## src/rtl/alu_seq.sv

```systemverilog
// Registered ALU with persistent PSR flags, single-cycle logic/arithmetic ops and
// iterative shift / shift-add multiply driven by a start/busy/done handshake.
//
// state  | meaning
// S_IDLE | accepts start; single-cycle ops complete here
// S_RUN  | iterative shift or multiply in progress (busy_o=1)
module alu_seq #(
    parameter int WIDTH   = 16,
    parameter int SHAMT_W = $clog2(WIDTH)
) (
    input  logic             clk_i,
    input  logic             reset_n_i,
    input  logic             start_i,
    input  logic [3:0]       opcode_i,
    input  logic [WIDTH-1:0] rsrc_i,
    input  logic [WIDTH-1:0] rdest_i,
    output logic [WIDTH-1:0] result_o,
    output logic [4:0]       flags_o,
    output logic             busy_o,
    output logic             done_o,
    output logic             err_o
);
    localparam int CNT_W = SHAMT_W + 1;
    localparam logic [CNT_W-1:0] CNT_MUL = CNT_W'(WIDTH);
    localparam logic [CNT_W-1:0] CNT_ONE = CNT_W'(1);

    localparam logic [3:0] OP_ADD  = 4'd0;
    localparam logic [3:0] OP_SUB  = 4'd1;
    localparam logic [3:0] OP_CMP  = 4'd2;
    localparam logic [3:0] OP_AND  = 4'd3;
    localparam logic [3:0] OP_OR   = 4'd4;
    localparam logic [3:0] OP_XOR  = 4'd5;
    localparam logic [3:0] OP_NOT  = 4'd6;
    localparam logic [3:0] OP_LSH  = 4'd7;
    localparam logic [3:0] OP_RSH  = 4'd8;
    localparam logic [3:0] OP_ARSH = 4'd9;
    localparam logic [3:0] OP_MUL  = 4'd10;
    localparam logic [3:0] OP_ADDC = 4'd11;

    typedef enum logic {S_IDLE, S_RUN} state_e;

    state_e             state_q, state_d;
    logic [3:0]         op_q, op_d;
    logic [WIDTH-1:0]   work_q, work_d;
    logic [WIDTH-1:0]   mplier_q, mplier_d;
    logic [WIDTH-1:0]   acc_q, acc_d;
    logic [CNT_W-1:0]   cnt_q, cnt_d;
    logic [WIDTH-1:0]   result_q, result_d;
    logic [4:0]         flags_q, flags_d;
    logic               done_q, done_d;
    logic               err_q, err_d;

    logic [WIDTH-1:0]   add_b;
    logic               add_cin;
    logic [WIDTH:0]     sum;
    logic               ovf, lt_u, eq, lt_s;
    logic [SHAMT_W-1:0] shamt;
    logic [WIDTH-1:0]   shifted;
    logic [WIDTH-1:0]   acc_next;

    // One adder serves ADD, SUB (rdest + ~rsrc + 1) and ADDC (carry-in from C).
    always_comb begin
        add_b   = (opcode_i == OP_SUB) ? ~rsrc_i : rsrc_i;
        add_cin = 1'b0;
        if (opcode_i == OP_SUB) begin
            add_cin = 1'b1;
        end else if (opcode_i == OP_ADDC) begin
            add_cin = flags_q[0];
        end
        sum   = {1'b0, rdest_i} + {1'b0, add_b} + {{WIDTH{1'b0}}, add_cin};
        ovf   = (rdest_i[WIDTH-1] == add_b[WIDTH-1]) && (sum[WIDTH-1] != rdest_i[WIDTH-1]);
        lt_u  = rdest_i < rsrc_i;
        eq    = rdest_i == rsrc_i;
        lt_s  = $signed(rdest_i) < $signed(rsrc_i);
        shamt = rsrc_i[SHAMT_W-1:0];
    end

    always_comb begin
        shifted = work_q;
        case (op_q)
            OP_LSH:  shifted = {work_q[WIDTH-2:0], 1'b0};
            OP_RSH:  shifted = {1'b0, work_q[WIDTH-1:1]};
            OP_ARSH: shifted = {work_q[WIDTH-1], work_q[WIDTH-1:1]};
            default: shifted = work_q;
        endcase
        acc_next = acc_q + (mplier_q[0] ? work_q : '0);
    end

    always_comb begin
        state_d  = state_q;
        op_d     = op_q;
        work_d   = work_q;
        mplier_d = mplier_q;
        acc_d    = acc_q;
        cnt_d    = cnt_q;
        result_d = result_q;
        flags_d  = flags_q;
        done_d   = 1'b0;
        err_d    = 1'b0;
        case (state_q)
            S_IDLE: begin
                if (start_i) begin
                    op_d = opcode_i;
                    case (opcode_i)
                        OP_ADD, OP_SUB, OP_ADDC: begin
                            result_d = sum[WIDTH-1:0];
                            flags_d  = {lt_s, eq, ovf, lt_u, sum[WIDTH]};
                            done_d   = 1'b1;
                        end
                        OP_CMP: begin
                            flags_d[1] = lt_u;
                            flags_d[3] = eq;
                            flags_d[4] = lt_s;
                            done_d     = 1'b1;
                        end
                        OP_AND: begin
                            result_d = rdest_i & rsrc_i;
                            done_d   = 1'b1;
                        end
                        OP_OR: begin
                            result_d = rdest_i | rsrc_i;
                            done_d   = 1'b1;
                        end
                        OP_XOR: begin
                            result_d = rdest_i ^ rsrc_i;
                            done_d   = 1'b1;
                        end
                        OP_NOT: begin
                            result_d = ~rdest_i;
                            done_d   = 1'b1;
                        end
                        OP_LSH, OP_RSH, OP_ARSH: begin
                            work_d = rdest_i;
                            cnt_d  = {1'b0, shamt};
                            if (shamt == '0) begin
                                result_d = rdest_i;
                                done_d   = 1'b1;
                            end else begin
                                state_d = S_RUN;
                            end
                        end
                        OP_MUL: begin
                            work_d   = rdest_i;
                            mplier_d = rsrc_i;
                            acc_d    = '0;
                            cnt_d    = CNT_MUL;
                            state_d  = S_RUN;
                        end
                        default: begin
                            done_d = 1'b1;
                            err_d  = 1'b1;
                        end
                    endcase
                end
            end
            S_RUN: begin
                cnt_d = cnt_q - CNT_ONE;
                if (op_q == OP_MUL) begin
                    acc_d    = acc_next;
                    work_d   = {work_q[WIDTH-2:0], 1'b0};
                    mplier_d = {1'b0, mplier_q[WIDTH-1:1]};
                end else begin
                    work_d = shifted;
                end
                if (cnt_q == CNT_ONE) begin
                    state_d  = S_IDLE;
                    done_d   = 1'b1;
                    result_d = (op_q == OP_MUL) ? acc_next : shifted;
                end
            end
            default: state_d = S_IDLE;
        endcase
    end

    always_ff @(posedge clk_i or negedge reset_n_i) begin
        if (!reset_n_i) begin
            state_q  <= S_IDLE;
            op_q     <= '0;
            work_q   <= '0;
            mplier_q <= '0;
            acc_q    <= '0;
            cnt_q    <= '0;
            result_q <= '0;
            flags_q  <= '0;
            done_q   <= 1'b0;
            err_q    <= 1'b0;
        end else begin
            state_q  <= state_d;
            op_q     <= op_d;
            work_q   <= work_d;
            mplier_q <= mplier_d;
            acc_q    <= acc_d;
            cnt_q    <= cnt_d;
            result_q <= result_d;
            flags_q  <= flags_d;
            done_q   <= done_d;
            err_q    <= err_d;
        end
    end

    assign result_o = result_q;
    assign flags_o  = flags_q;
    assign busy_o   = (state_q == S_RUN);
    assign done_o   = done_q;
    assign err_o    = err_q;

endmodule

```

## config.mk

```make
export PLATFORM = sky130hd
export DESIGN_NAME = alu_seq
export DESIGN_NICKNAME = d
export VERILOG_FILES = /design/src/rtl/alu_seq.sv
export SDC_FILE = /design/constraint.sdc
export NUM_CORES = 1
export LEC_CHECK = 0
export CORE_ASPECT_RATIO = 1.25
export CORE_MARGIN = 2
export CORE_UTILIZATION = 48
export DETAILED_ROUTE_END_ITERATION = 10
export DONT_BUFFER_PORTS = 1
export HOLD_SLACK_MARGIN = 0.1
export SETUP_SLACK_MARGIN = 0.1
export SYNTH_ARGS = -nofsm -noshare
export SYNTH_HDL_FRONTEND = slang
export SYNTH_SLANG_ARGS = --single-unit
```

## constraint.sdc

```tcl
create_clock -name clk_i -period 3.85 [get_ports clk_i]
set_input_delay 0.77 -clock clk_i [delete_from_list [all_inputs] [get_ports clk_i]]
set_output_delay 0.77 -clock clk_i [all_outputs]
set_load 0.05 [all_outputs]
```

==> results of run 1 <==
## metal layers
metal / vias up / routed length [um] / part of all wire
li1: 3324 / - / -
met5: - / 0 / 0
met4: 0 / 657 / 0.027
met3: 37 / 1240 / 0.051
met1: 3357 / 10500 / 0.43
met2: 235 / 11800 / 0.49
## where the power goes
| part | internal [W] | switching, W | total, W |
|---|---|---|---|
| clock | 0.000472 | 0.000374 | 0.000846 |
| combinational | 0.00103 | 0.00154 | 0.00257 |
| sequential | 0.00124 | 0.000798 | 0.00203 |
## Yosys cell counts, drive strengths merged (17+ instances only)
cell    count
a211oi     18
a21oi      83
a22oi      19
and2       20
buf        18
clkbuf     32
dfrtp      81
ha         80
inv        54
mux2i      17
nand2     113
nor2       81
nor3       18
o21ai      58
xnor2      33
## state kept, by name (all words and copies together), names as in the netlist
register / cells
err_o: 1
cnt_q: 5
done_o: 1
result_o: 16
mplier_q: 16
acc_q: 16
work_q: 16
flags_o: 5
op_q: 4
busy_o: 1
## logic make-up (layout without fill, tap and decap cells)
kind of cell	after synthesis	in the layout	share of synthesized area
AO/OA/AOI/OAI	308	308	0.279
AND/OR/NAND/NOR	285	285	0.174
buffers and inverters	104	94	0.0564
adder cells (fa/ha/maj)	83	83	0.141
flip-flops	81	81	0.270
XOR/XNOR	48	48	0.0559
multiplexers	18	18	0.0241
## path summary, 6_finish.rpt
kind | start | endpoint | depth (start not counted)
worst max-delay path | mplier_q[0] | result_o[13] | 9
worst min-delay path | reset_n_i | mplier_q[13] | 0
worst max register to register | mplier_q[0] | result_o[13] | 9
worst min register to register | mplier_q[2] | mplier_q[2] | 2
max in group asynchronous | reset_n_i | result_o[9] | 1
min in group clk_i | mplier_q[2] | mplier_q[2] | 2
## area by class of cell
| cell class | instances | share of cell area |
|---|---|---|
| clock buffers | 12 | 0.0318 |
| clock inverters | 4 | 0.00341 |
| inverters | 54 | 0.0251 |
| multi-input cells | 742 | 0.633 |
| flip-flops and latches | 81 | 0.251 |
| well taps | 212 | 0.0328 |
| repair buffers | 24 | 0.0232 |
## cells in the final DEF (no fill, tap or decap), types with 5 or more instances in the layout
master,n
sky130_fd_sc_hd__a211oi_1,17
sky130_fd_sc_hd__a21o_1,6
sky130_fd_sc_hd__a21oi_1,79
sky130_fd_sc_hd__a221oi_1,12
sky130_fd_sc_hd__a22o_1,12
sky130_fd_sc_hd__a22oi_1,19
sky130_fd_sc_hd__a311oi_1,5
sky130_fd_sc_hd__a31oi_1,12
sky130_fd_sc_hd__and2_1,20
sky130_fd_sc_hd__buf_4,21
sky130_fd_sc_hd__clkbuf_16,9
sky130_fd_sc_hd__dfrtp_1,80
sky130_fd_sc_hd__ha_1,80
sky130_fd_sc_hd__inv_1,54
sky130_fd_sc_hd__mux2i_1,17
sky130_fd_sc_hd__nand2_1,111
sky130_fd_sc_hd__nand3_1,9
sky130_fd_sc_hd__nor2_1,80
sky130_fd_sc_hd__nor2b_1,8
sky130_fd_sc_hd__nor3_1,17
sky130_fd_sc_hd__nor4_1,6
sky130_fd_sc_hd__o211ai_1,12
sky130_fd_sc_hd__o21ai_0,54
sky130_fd_sc_hd__o221ai_1,5
sky130_fd_sc_hd__o22ai_1,14
sky130_fd_sc_hd__o31ai_1,12
sky130_fd_sc_hd__or3_1,5
sky130_fd_sc_hd__xnor2_1,33
sky130_fd_sc_hd__xor2_1,15
## through the flow
stage	total power, W	setup WS (ns)
after detailed placement	0.00458	0.181
final	0.00545	0.425
after CTS	0.00543	0.466
after global routing	0.00586	0.271
after floorplan	0.00389	0.105
after global placement	0.00451	0.252
==> metrics.log, run 1 <==
[metrics] overall die area: between 15,000 and 20,000 sq um
[metrics] WL per Instance: roughly 21 um
[metrics] DRC violation count after routing: 0
[metrics] hpwl dp: 18,400 um
[metrics] Starting DRT DRC Count: about 460
[metrics] Clock Path Buffers: 2
[metrics] number of global-route vias before repair: 6,839
[metrics] Yosys reg bits: between 80 and 90
[metrics] Boundary Pins: 63
[metrics] Net Count, Synth: 1,049
[metrics] Top Family by Delay on Critical Path: compound AO/OA/AOI/OAI gates
[metrics] routability congestion estimate from global placement: ~0.92
[metrics] detailed-route via count: just under 7,000
[metrics] DIE WIDTH: about 120 um
[metrics] top fanout value on the critical path: 17
[metrics] Syn Std Cell Area: around 7500 sq um
[metrics] transition at the pin with the smallest max-transition slack: 1.12 ns
[metrics] Resize count post-CTS: 0
[metrics] cell area reported after detailed placement: ~7800 sq um
[metrics] Num Clock Sinks: roughly 80
[metrics] CTS hold repair buffers: 1
[metrics] category of the most critical setup path: reg2reg
[metrics] post-synthesis cell type count: 75
[metrics] die height: 144 um
[metrics] final-stage net count: a little over 1,000
[metrics] synth-to-layout area growth: 7.48%
[metrics] standard cell core area: about 15,000 sq um
[metrics] async set-or-reset flop fraction in the synthesized netlist: 1.00
[metrics] final critical delay including setup and external delays: roughly 3.4 ns
[metrics] Worst Skew: roughly 0.012 ns
[metrics] total global routing track utilization: 0.300
[metrics] post-layout instance area: 8080 sq um
[metrics] number of H-tree levels: 3
[metrics] Slew headroom: 0.250
[metrics] fillers: ~1,500
[metrics] worst vdd rail ir drop: between 0.2 and 0.3 mV
[metrics] number of diodes: 0
[metrics] reg2reg setup slack: 0.43 ns
[metrics] Placement Rows: between 50 and 60
[metrics] grt met3 use: 0.0510
[metrics] worst path buffer plus inverter count: 0
[metrics] area leader, netlist: sky130_fd_sc_hd__dfrtp_1
[metrics] number of placed cells counting well taps: 1,110
[metrics] number of cells produced by synthesis: approximately 930
[metrics] Required @ worst endpoint: between 4 and 5 ns
[metrics] arrival time at the worst endpoint: around 3.6 ns
[metrics] antenna violations before repair: 0
[metrics] highest-utilization routing layer at the global route stage: met2
[metrics] fraction of met1 tracks used by global routing: 0.393
[metrics] most area-consuming cells after synthesis: sky130_fd_sc_hd__dfrtp_1 (27%), sky130_fd_sc_hd__ha_1 (13%), sky130_fd_sc_hd__nand2_1 (5.6%)
[metrics] TritonCTS clock tree: done
[metrics] count of max-cap constraint violations: 0
[metrics] met2 layer usage reported by global route: 0.499
[metrics] ys flop type: sky130_fd_sc_hd__dfrtp_1
[metrics] RSZ-0062 raised after global routing: no
[metrics] number of buffers created by CTS: 9
[metrics] area taken by flip-flops and latches: 2030 sq um
[metrics] max frequency: roughly 0.3 GHz
[metrics] startpoint type of the worst setup path: register
[metrics] run status: complete, no violations
[metrics] starting density of the core: 0.487
[metrics] CTS clk-pin slew, worst paths: 0.07 ns
[metrics] area taken by multi-input logic gates: between 5000 and 6000 sq um
[metrics] CP Cell Sequence: and2_1, ha_1, a211o_1, a21oi_1, a21boi_1, o31ai_1, o2bb2ai_1, a2111oi_0, nor3_1
[metrics] Period Utilization, post-route: 0.890
[metrics] Post-CTS Repair Setup Buffers: 0
[metrics] power per unit of standard cell area: around 670 nW/um^2
[metrics] Leak: between 3 and 4 nW
[metrics] number of hold-slack violations in the final timing report: 0
[metrics] final setup TNS: 0 ns
[metrics] Post-Layout Cell Count: 1,129
[metrics] leftover overflow at the end of global routing: 0
[metrics] number of buffers added on ports: 0
[metrics] first-pass detailed-route iteration total: 5
[metrics] final setup violating endpoints: 0
[metrics] standard cell with the maximum stage delay on the critical path: sky130_fd_sc_hd__a2111oi_0
[metrics] Yosys warning count: 0
[metrics] worst min-delay path class: in2async
[metrics] global-route wire length before repair: around 38,000 um
[metrics] number of vias per cell after detailed routing: ~6.2
[metrics] share of Yosys cell area claimed by the top area cell type: 0.270
[metrics] kind of end point of the critical path: register
[metrics] slowest cell delay on critical path: roughly 0.74 ns
[metrics] pins over their slew limit: 0
[metrics] largest net degree at the start of global routing: between 80 and 90
[metrics] count of flip-flops with a built-in enable after synthesis: 0
[metrics] share of the yosys chip area belonging to registers: 0.270
[metrics] Post-Syn Area per Cell: slightly above 8 sq um
[metrics] master cell of the clock root buffer: sky130_fd_sc_hd__clkbuf_16
[metrics] remaining antenna violation count after routing: 0
[metrics] final core utilization: 0.523
[metrics] WHS: 0.126 ns
[metrics] total wirelength of the detailed-routed design: roughly 24,000 um
[metrics] share of final-layout standard cells stronger than drive strength 1: 0.0632
[metrics] clk_lat worst skew: roughly 0.35 ns
No activity file was read; power rests on OpenSTA's default activity.
==> run 2: changes to the inputs <==
--- a/config.mk
+++ b/config.mk
@@ -7,10 +7,12 @@
 export LEC_CHECK = 0
 export CORE_ASPECT_RATIO = 1.25
 export CORE_MARGIN = 2
-export CORE_UTILIZATION = 48
+export CORE_UTILIZATION = 60
 export DETAILED_ROUTE_END_ITERATION = 10
 export DONT_BUFFER_PORTS = 1
+export GPL_TIMING_DRIVEN = 0
 export HOLD_SLACK_MARGIN = 0.1
+export PLACE_DENSITY = 0.76
 export SETUP_SLACK_MARGIN = 0.1
 export SYNTH_ARGS = -nofsm -noshare
 export SYNTH_HDL_FRONTEND = slang
==> constraint.sdc (replaced) <==
create_clock -name clk_i -period 4.43 [get_ports clk_i]
set_input_delay 0.886 -clock clk_i [delete_from_list [all_inputs] [get_ports clk_i]]
set_output_delay 0.886 -clock clk_i [all_outputs]
set_load 0.05 [all_outputs]
==> metrics.log, run 2 (synthesized netlist as in run 1, its figures left out) <==
[metrics] top fanout value on the critical path: 10 (-7)
[metrics] Required @ worst endpoint: 4.66 ns (+0.61 ns)
[metrics] total global routing track utilization: 0.374 (+0.0738)
[metrics] largest net degree at the start of global routing: 82 (+1.2%)
[metrics] Starting DRT DRC Count: 605 (+30%)
[metrics] leftover overflow at the end of global routing: 0 (unchanged)
[metrics] final setup slack of the worst path: 0.310 ns (-0.116 ns)
[metrics] Num Clock Sinks: 81 (unchanged)
[metrics] global-route wire length before repair: 39,300 um (+3.6%)
[metrics] worst vdd rail ir drop: 0.268 mV (-4.2%)
[metrics] number of buffers created by CTS: 9 (unchanged)
[metrics] number of diodes: 0 (unchanged)
[metrics] final-stage net count: 1,062 (+2.7%)
[metrics] transition at the pin with the smallest max-transition slack: 1.09 ns (-0.0351 ns)
[metrics] category of the most critical setup path: in2reg
[metrics] depth of the most critical reg-to-reg path: 13 (+4)
[metrics] final critical delay including setup and external delays: ~4.1 ns
[metrics] number of H-tree levels: 3 (unchanged)
[metrics] TritonCTS clock tree: done
[metrics] DRC violation count after routing: 0 (unchanged)
[metrics] master cell of the clock root buffer: sky130_fd_sc_hd__clkbuf_16
[metrics] reg2reg setup slack: 0.88 ns (+0.45 ns)
[metrics] max frequency: about 0.24 GHz
[metrics] Clock Path Buffers: 2 (unchanged)
[metrics] startpoint type of the worst setup path: input pin
[metrics] die height: 129 um (-10%)
[metrics] run status: complete, no violations
[metrics] arrival time at the worst endpoint: 4.35 ns (+0.73 ns)
[metrics] post-layout instance area: 8120 sq um (+0.56%)
[metrics] clk_lat worst skew: 0.35 ns (about the same)
[metrics] starting density of the core: 0.618 (+0.131)
[metrics] pins over their slew limit: 0 (unchanged)
[metrics] cell area reported after detailed placement: 7720 sq um (-0.55%)
[metrics] WHS: 0.231 ns (+0.106 ns)
[metrics] number of hold-slack violations in the final timing report: 0 (unchanged)
[metrics] final setup TNS: 0 ns (unchanged)
[metrics] detailed-route via count: 7,412 (+6.6%)
[metrics] number of global-route vias before repair: 7,270 (+6.3%)
[metrics] pre-CTS setup slack: -0.630 ns (-0.810 ns)
[metrics] share of final-layout standard cells stronger than drive strength 1: 0.0571 (-0.00611)
[metrics] WL per Instance: 22.7 um (+5.8%)
[metrics] kind of end point of the critical path: register
[metrics] DIE WIDTH: 104 um (-10%)
[metrics] most common library cell in the layout ignoring fill and taps: sky130_fd_sc_hd__nand2_1
[metrics] Leak: 3.63 nW (+0.81%)
[metrics] most frequent cells in the layout: sky130_fd_sc_hd__nand2_1 (111), sky130_fd_sc_hd__nor2_1 (81), sky130_fd_sc_hd__dfrtp_1 (81)
[metrics] final core utilization: 0.668 (+0.145)
[metrics] count of max-cap constraint violations: 0 (unchanged)
[metrics] hpwl dp: 19,200 um (+4.6%)
[metrics] RSZ-0062 raised after global routing: no
[metrics] Period Utilization, post-route: 0.930
[metrics] standard cell core area: 12,200 sq um (-21%)
[metrics] overall die area: 13,400 sq um (-19%)
[metrics] worst min-delay path class: in2async
[metrics] Worst Skew: 0.0142 ns (+0.00258 ns)
[metrics] synth-to-layout area growth: 8.08%
[metrics] number of buffers added on ports: 0 (unchanged)
[metrics] antenna violations before repair: 0 (unchanged)
[metrics] Placement Rows: 45 (-12%)
[metrics] CTS clk-pin slew, worst paths: 0.07 ns (about the same)
[metrics] CTS hold repair buffers: 0 (-1)
[metrics] number of vias per cell after detailed routing: 6.68 (+8.5%)
[metrics] final setup violating endpoints: 0 (unchanged)
[metrics] power per unit of standard cell area: 617 nW/um^2 (-8.5%)
[metrics] Slew headroom: 0.265 (+0.0150)
[metrics] total wirelength of the detailed-routed design: 25,100 um (+3.9%)
[metrics] routability congestion estimate from global placement: 1.00 (+9.0%)
[metrics] remaining antenna violation count after routing: 0 (unchanged)
[metrics] first-pass detailed-route iteration total: 5 (unchanged)
[metrics] Boundary Pins: 63 (unchanged)
## run 2: cell count changes in the layout (fill, tap and decap cells not counted), moves of 2 or more
| cell | previous run | this run |
|---|---|---|
| sky130_fd_sc_hd__buf_2 | 0 | 10 |
| sky130_fd_sc_hd__bufinv_16 | 0 | 3 |
| sky130_fd_sc_hd__clkbuf_1 | 1 | 31 |
| sky130_fd_sc_hd__buf_6 | 0 | 2 |
| sky130_fd_sc_hd__dlygate4sd3_1 | 3 | 0 |
| sky130_fd_sc_hd__buf_4 | 21 | 4 |
| sky130_fd_sc_hd__clkbuf_8 | 2 | 0 |
| sky130_fd_sc_hd__buf_1 | 0 | 3 |
## run 2: path summary, 6_finish.rpt
path | startpoint | end
min | reset_n_i | acc_q[10]
max in group asynchronous | reset_n_i | work_q[0]
max | opcode_i[1] | result_o[14]
min reg2reg | mplier_q[8] | mplier_q[8]
min in group clk_i | mplier_q[8] | mplier_q[8]
max reg2reg | flags_o[0] | result_o[14]
## run 2: repair_timing
| item | 4_1_cts | 5_1_grt |
|---|---|---|
| endpoints found under the setup margin | 12 | 6 |
| pin swaps | 1 | 1 |
| buffers inserted | 1 | 1 |
| endpoints found under the hold margin | 0 | 0 |
| gates resized for setup | 4 | 6 |
## run 2: cell type report
type | instances | area [sq um]
timing repair buffer | 2 | 15.0
multi-input combinational | 742 | 5090
clock inverter | 7 | 125
clock buffer | 9 | 225
fill | 1080 | 4040
sequential | 81 | 2030
tap | 164 | 205
buffer | 50 | 228
inverter | 54 | 203
## run 2: critical path, cell delays in order
cell and delay, ns:
sky130_fd_sc_hd__buf_2 0.19, sky130_fd_sc_hd__clkbuf_4 0.28, sky130_fd_sc_hd__clkbuf_2 0.29, sky130_fd_sc_hd__nor2_1 0.10, sky130_fd_sc_hd__nor2_1 0.17, sky130_fd_sc_hd__nor3_2 0.10
sky130_fd_sc_hd__fa_1 0.46, sky130_fd_sc_hd__inv_1 0.10, sky130_fd_sc_hd__fa_1 0.21, sky130_fd_sc_hd__nor2b_1 0.08, sky130_fd_sc_hd__o31ai_2 0.27, sky130_fd_sc_hd__a31oi_1 0.23
sky130_fd_sc_hd__o41ai_2 0.45, sky130_fd_sc_hd__xnor2_1 0.18, sky130_fd_sc_hd__a221oi_2 0.31, sky130_fd_sc_hd__a21oi_2 0.05
## run 2: stage by stage
step,total power [W],cells
after floorplan,0.00337,927
after global placement,0.00393,1091
after detailed placement,0.00403,1091
after CTS,0.00494,1108
after global routing,0.00530,1109
final,0.00501,1109
## run 2: layer usage
metal | vias to the layer above | global-route usage | routed length, um
met5 | - | 0 | 0
li1 | 3391 | - | -
met2 | 402 | 0.665 | 12300
met1 | 3538 | 0.450 | 9660
met4 | 0 | 0.184 | 1310
met3 | 81 | 0.0488 | 1880
## run 2: power breakdown
group          internal [W]  switching, W
clock              0.000557      0.000343
sequential          0.00107      0.000688
combinational      0.000888       0.00146
